### src/rtl/regfile_ctrl.sv
// rtl/regfile_ctrl.sv - Register-file instruction sequencer; REGFILE_CTRL_FLAGS_EN enables the ZERO/CARRY flags
module regfile_ctrl (
    input  logic       CLK,
    input  logic       RESET,
    input  logic       INSTR_VALID,
    output logic       INSTR_READY,
    input  logic [2:0] OPCODE,
    input  logic [2:0] DR,
    input  logic [2:0] SA,
    input  logic [2:0] SB,
    input  logic [7:0] IMM,
    output logic [2:0] RF_SA,
    output logic [2:0] RF_SB,
    input  logic [7:0] RF_DATA_A,
    input  logic [7:0] RF_DATA_B,
    output logic       RF_LD,
    output logic [2:0] RF_DR,
    output logic [7:0] RF_DIN,
    output logic [7:0] RESULT,
    output logic       DONE,
    output logic       ZERO,
    output logic       CARRY
);

    localparam logic [2:0] OP_MOVI = 3'b000;
    localparam logic [2:0] OP_MOV  = 3'b001;
    localparam logic [2:0] OP_ADD  = 3'b010;
    localparam logic [2:0] OP_SUB  = 3'b011;
    localparam logic [2:0] OP_AND  = 3'b100;
    localparam logic [2:0] OP_OR   = 3'b101;
    localparam logic [2:0] OP_XOR  = 3'b110;
    localparam logic [2:0] OP_SHL  = 3'b111;

    typedef enum logic [1:0] {
        S_IDLE  = 2'd0,
        S_READ  = 2'd1,
        S_EXEC  = 2'd2,
        S_WRITE = 2'd3
    } state_t;

    state_t     state;
    state_t     state_nxt;
    logic       accept;
    logic       read_en;
    logic       exec_en;

    logic [2:0] op_q;
    logic [2:0] dr_q;
    logic [7:0] imm_q;
    logic [7:0] a_q;
    logic [7:0] b_q;
    logic [7:0] alu_res;

    // State register; reset aborts any instruction in flight
    always_ff @(posedge CLK) begin
        if (RESET) begin
            state <= S_IDLE;
        end else begin
            state <= state_nxt;
        end
    end

    // Next-state: fixed four-step walk per instruction
    always_comb begin
        state_nxt = state;
        case (state)
            S_IDLE:  if (INSTR_VALID) state_nxt = S_READ;
            S_READ:  state_nxt = S_EXEC;
            S_EXEC:  state_nxt = S_WRITE;
            S_WRITE: state_nxt = S_IDLE;
            default: state_nxt = S_IDLE;
        endcase
    end

    // Output decode: handshake and per-phase load enables
    always_comb begin
        INSTR_READY = 1'b0;
        accept      = 1'b0;
        read_en     = 1'b0;
        exec_en     = 1'b0;
        case (state)
            S_IDLE: begin
                INSTR_READY = 1'b1;
                accept      = INSTR_VALID;
            end
            S_READ:  read_en = 1'b1;
            S_EXEC:  exec_en = 1'b1;
            default: ;
        endcase
    end

    // ALU result from the latched operands
    always_comb begin
        alu_res = 8'd0;
        case (op_q)
            OP_MOVI: alu_res = imm_q;
            OP_MOV:  alu_res = a_q;
            OP_ADD:  alu_res = a_q + b_q;
            OP_SUB:  alu_res = a_q - b_q;
            OP_AND:  alu_res = a_q & b_q;
            OP_OR:   alu_res = a_q | b_q;
            OP_XOR:  alu_res = a_q ^ b_q;
            OP_SHL:  alu_res = {a_q[6:0], 1'b0};
            default: alu_res = 8'd0;
        endcase
    end

    // Instruction capture, operand latch and registered write-port outputs
    always_ff @(posedge CLK) begin
        if (RESET) begin
            op_q   <= 3'd0;
            dr_q   <= 3'd0;
            imm_q  <= 8'd0;
            a_q    <= 8'd0;
            b_q    <= 8'd0;
            RF_SA  <= 3'd0;
            RF_SB  <= 3'd0;
            RF_LD  <= 1'b0;
            RF_DR  <= 3'd0;
            RF_DIN <= 8'd0;
            RESULT <= 8'd0;
            DONE   <= 1'b0;
        end else begin
            if (accept) begin
                op_q  <= OPCODE;
                dr_q  <= DR;
                imm_q <= IMM;
                RF_SA <= SA;
                RF_SB <= SB;
            end
            if (read_en) begin
                a_q <= RF_DATA_A;
                b_q <= RF_DATA_B;
            end
            if (exec_en) begin
                RF_DR  <= dr_q;
                RF_DIN <= alu_res;
                RESULT <= alu_res;
            end
            // Write strobe lives exactly for the WRITE cycle
            RF_LD <= exec_en;
            DONE  <= exec_en;
        end
    end

`ifdef REGFILE_CTRL_FLAGS_EN
    logic flag_upd;
    logic alu_c;

    // Carry/borrow/shift-out; MOV and MOVI leave flags alone
    always_comb begin
        flag_upd = 1'b1;
        alu_c    = 1'b0;
        case (op_q)
            OP_MOVI, OP_MOV: flag_upd = 1'b0;
            OP_ADD:          alu_c = (9'(a_q) + 9'(b_q)) > 9'd255;
            OP_SUB:          alu_c = a_q < b_q;
            OP_SHL:          alu_c = a_q[7];
            default:         alu_c = 1'b0;
        endcase
    end

    // Flag registers, updated at the end of EXEC
    always_ff @(posedge CLK) begin
        if (RESET) begin
            ZERO  <= 1'b0;
            CARRY <= 1'b0;
        end else if (exec_en && flag_upd) begin
            ZERO  <= (alu_res == 8'd0);
            CARRY <= alu_c;
        end
    end
`else
    assign ZERO  = 1'b0;
    assign CARRY = 1'b0;
`endif

endmodule

### config.mk
export PLATFORM = sky130hd
export DESIGN_NAME = regfile_ctrl
export DESIGN_NICKNAME = d
export VERILOG_FILES = /design/src/rtl/regfile_ctrl.sv
export SDC_FILE = /design/constraint.sdc
export NUM_CORES = 1
export LEC_CHECK = 0
export CORE_ASPECT_RATIO = 0.5
export CORE_MARGIN = 2
export CORE_UTILIZATION = 33
export CTS_BUF_LIST = sky130_fd_sc_hd__clkbuf_8
export DETAILED_ROUTE_END_ITERATION = 10
export PLACE_DENSITY = 0.52
export SLEW_MARGIN = 20
export SYNTH_ARGS = -nofsm -noshare
export SYNTH_HDL_FRONTEND = slang
export SYNTH_SLANG_ARGS = --single-unit
### constraint.sdc
create_clock -name CLK -period 2.9 [get_ports CLK]
set_input_delay 0.29 -clock CLK [delete_from_list [all_inputs] [get_ports CLK]]
set_output_delay 0.29 -clock CLK [all_outputs]
set_load 0.05 [all_outputs]
== Word-level counts from Yosys, hierarchy flattened ==
Index checks and enable logic that the tools add are counted.
Operators by class
  bitwise logic cells: 3
  reductions and logical operators: 2
  eq/ne operators: 11
  $add $sub $neg: 2
  muxes and demuxes: 7
Operators with widths (count)
  $pmux 8 s8: 1
  $eq 3x3->1 const B: 4
  $add 8x8->8: 1
  $and 8x8->8: 1
  $or 8x8->8: 1
  $pmux 2 s4: 1
  $sub 8x8->8: 1
  $xor 8x8->8: 1
  $eq 3x2->1 const B: 2
  $eq 2x2->1 const B: 2
  $mux 1: 4
  $eq 3x1->1 const B: 1
  $logic_not 3->1: 1
  $eq 2x1->1 const B: 1
  $logic_not 2->1: 1
  $mux 2: 1
  $ne 2x2->1 const B: 1
Word-level totals
  bits in registers: 50
  input port bits: 39
  word-level logic and storage cells: 36

== Logic depth before layout (Yosys ltp) ==
  depth in word-level cells: 2
  depth in mapped cells: 14
  depth with buffers taken out: 11

== Worst setup path after synthesis ==
No wires, ideal clock.
  path type: register to register
  start point: register op_q[1]
  end point: register RESULT[6]
  clock period less this slack: 2.458 ns
  arrival time: 2.323 ns
  stages on the path, launching flop included: 14
  path buffers: 3
  data required time: 2.764 ns
  slack: 0.442 ns
  cell sequence: dfxtp_1 buf_6 nor2b_4 buf_6 and2_4 buf_6 mux2i_1 fa_1 a211oi_1 nor2_1 o2111ai_1 o31ai_1 nor3_1 o32ai_1
On the way
  longest elaborated chain between the ends: 2
  elaborated cells on any way between the ends: 9
  classes of those cells: eq/ne (7); mux (1); reduce/logical (1)
Ends and longest elaborated chain
  from (decl): RTL line 47  | logic [2:0] op_q;
  from (signal assigned): RTL line 111  | op_q <= 3'd0;
  from (signal assigned): RTL line 125  | op_q <= OPCODE;
  $eq 3x3->1, or another cell as far along: RTL line 95  | case (op_q)
  $pmux 8 s8 *: RTL line 95
  to (signal assigned): RTL line 138  | RESULT <= alu_res;
  to (decl): RTL line 19  | output logic [7:0] RESULT,
Mark *: on every way between the ends. The rest lies on a longest branch, timed or not.
A chain may end at the register's enable or synchronous reset.

== Worst setup path in the final report ==
Ends and elaborated chain as after synthesis.

==> impl_metrics.ini <==
[clocking]
clock_sinks = 50
clk_pin_slew_ns = 0.10
post_cts_buffers = 0
tritoncts = yes
cts_buffer_depth = 2
clk_latency_ns = 0.32
cts_htree_levels = 2
cts-root-buf = clkbuf_8
cts_hold_buf = 0
postCtsResizedCells = 0
cts_buffers = 5

[drt]
routed-via-count = 2614
via_per_inst = 4.85
firstDrtPassIters = 4
drtIter0Drc = 114
wl_um = 7830
avgRoutedWirePerCell_um = 14.5
ant_nets = 0
drc = 0

[die]
dieArea_um2 = 10100
core_area_um2 = 8860
num_rows = 24
pin_count = 69
start_util_pct = 34.6
chipWidth_um = 140
dieHeight_um = 72.1

[timing]
final.setup_skew_ns = 0.00529
fin_ws_ns = 0.383
hold_violations = 0
fin_crit_sh_pct = 86.8
setup_violations = 0
slew_violations = 0
finalCriticalPeriod_ns = 2.52
worst_pin_slew_ns = 0.730
slew_headroom_pct = 51.2
tns_ns = 0
rsz0062_at_grt = no
holdWs_ns = 0.459
fmax_mhz = 397

[placement]
pre_cts_ws_ns = 0.396
dpl.cell_count = 531
portBuffers = 66
gp_congestion = 0.873
hpwl_um = 5760

[layout]
fin_nets = 488
final_common_cell = clkdlybuf4s50_1
area_delta_synth_final_pct = 24.9
final_cell_count_no_fill = 539
layout_common_cells = clkdlybuf4s50_1 (66), nand2_1 (53), dfxtp_1 (50), nor2_1 (40), a21oi_1 (35)
drive_gt1_share_pct = 4.98
n_antenna_cell = 0

[logic_synthesis]
syn_avg_cell_area_um2 = 8.19
synth_area_um2 = 3060
synth_cells = 374
synth-main-ff-cell = dfxtp_1
synthArstFlopShare_pct = 0
synth-seq-cells = 50
yosysSeqAreaShare_pct = 32.7
yosysWarnings = 0
netlist-cell-type-count = 47
synth_edf_count = 0

[global_routing]
grt_pass1_wl_um = 12700
busiest_layer = met2
grt_pass1_vias = 2469
grt_use_met2_pct = 24.0
grt_max_degree = 33
grt_remaining_overflow = 0
grt_use_met1_pct = 23.2
gr-usage-all-layers_pct = 16.1
antenna_found_initial = 0
met3_usage_pct = 4.16

[power_and_ir_drop]
ir_drop_v = 0.000376
p_per_area_nw_per_um2 = 958
power.switching_mw = 1.73
power_frac_clock_pct = 12.5
leakage_nw = 1.44
switching_share_pct = 47.3
p_int_mw = 1.93
p_seq_share_pct = 27.1
p_comb_share_pct = 60.3

[critical_path]
critPathKind = flop to flop
critPathMaxStageDelay_ns = 0.48
crit_path_end_kind = flop
required_ns = 3.09
crit_slowest_cell = fa_1
crit_chain = nor2b_4 > and2_4 > mux2i_1 > fa_1 > a211oi_1 > nor2_1 > o2111ai_1 > o31ai_1 > nor3_1 > o32ai_1
crit_fanout = 9
arrival_ns = 2.71
ff2ff_setup_slack_ns = 0.38
setup.worst_path.start_class = flop

[min_path]
worstHoldPathType = flop to flop

[run_status]
outcome = finished clean

[job]
drv_cap = 0
state kept, by name, summed over array words and instances, names as in the netlist:
signal / flops
dr_q: 3
DONE: 1
imm_q: 8
RF_SA: 3
op_q: 3
state: 2
b_q: 8
RF_DR: 3
RESULT: 8
a_q: 8
RF_SB: 3
stage by stage:
stage	cell area [µm²]	util (%)	power, mW
2_1_floorplan	3070	-	2.69
3_3_place_gp	3730	42.1	3.19
3_5_place_dp	3730	42.1	3.22
4_1_cts	3820	43.2	3.70
5_1_grt	3820	43.2	3.99
6_report	3820	43.2	3.66
path summary, 6_finish.rpt:
path                   startpoint                endpoint  cells past startpoint
max          op_q[1]$_SDFFE_PP0P_  RESULT[6]$_SDFFE_PP0P_                     10
min          dr_q[0]$_SDFFE_PP0P_    dr_q[0]$_SDFFE_PP0P_                      2
max reg2reg  op_q[1]$_SDFFE_PP0P_  RESULT[6]$_SDFFE_PP0P_                     10
min reg2reg  dr_q[0]$_SDFFE_PP0P_    dr_q[0]$_SDFFE_PP0P_                      2
metal layers:
metal  routed length (µm)  part of all wire (%)  up-vias
li1                     -                     -     1343
met2                 3240                    41       57
met5                    0                     0        -
met3                  421                   5.4        8
met1                 4080                    52     1206
met4                   79                   1.0        0
area by class of cell:
cell class / instances / area [µm²]
clock inverters: 2 / 16.3
well taps: 117 / 146
flip-flops and latches: 50 / 1000
fillers: 893 / 5030
inverters: 26 / 97.6
multi-input cells: 265 / 1770
repair buffers: 73 / 713
clock buffers: 6 / 82.6
power by group through the flow:
stage                     logic (mW)  registers [mW]  clock network, mW
after floorplan                 1.54            1.14                  0
after global placement          2.18            1.01                  0
after detailed placement        2.20            1.01                  0
after CTS                       2.22           0.998              0.480
after global routing            2.46            1.02              0.510
final                           2.21           0.994              0.459
synthesized netlist by cell type, types with 3 or more instances:
cell	count	area, µm²
o221ai_1	3	26.3
buf_6	3	33.8
nor2_1	40	150
a21o_1	3	22.5
o21ai_0	6	30.0
ha_1	27	338
o21ai_1	8	40.0
a31oi_1	4	25.0
buf_2	7	35.0
dfxtp_1	50	1000
o2bb2ai_1	3	26.3
mux2i_1	28	280
nand2b_1	5	31.3
nand2_1	53	199
inv_1	26	97.6
clkbuf_1	11	41.3
a211oi_1	6	45.0
xnor2_1	9	78.8
a21oi_1	35	175
nor2b_1	3	18.8
buf_4	11	82.6
kinds of logic after synthesis:
kind of cell               count (synthesis)  share of synthesized area [%]
buffers and inverters                     60                           9.72
muxes                                     29                           9.52
adders and majority gates                 28                           11.7
DFF                                       50                           32.7
other                                      1                          0.122
and+or+nand+nor                          112                           15.8
xor gates and xnor gates                  11                           3.15
AOI/OAI and AO/OA                         83                           17.4
worst max-delay path: cells and delay by family (launching register included):
family / cells / cell delay (ns)
simple gates: 4 / 0.80
compound gates: 4 / 0.65
fa+ha+maj: 1 / 0.48
flops: 1 / 0.34
mux: 1 / 0.12
No activity file was read; power rests on OpenSTA's default activity.
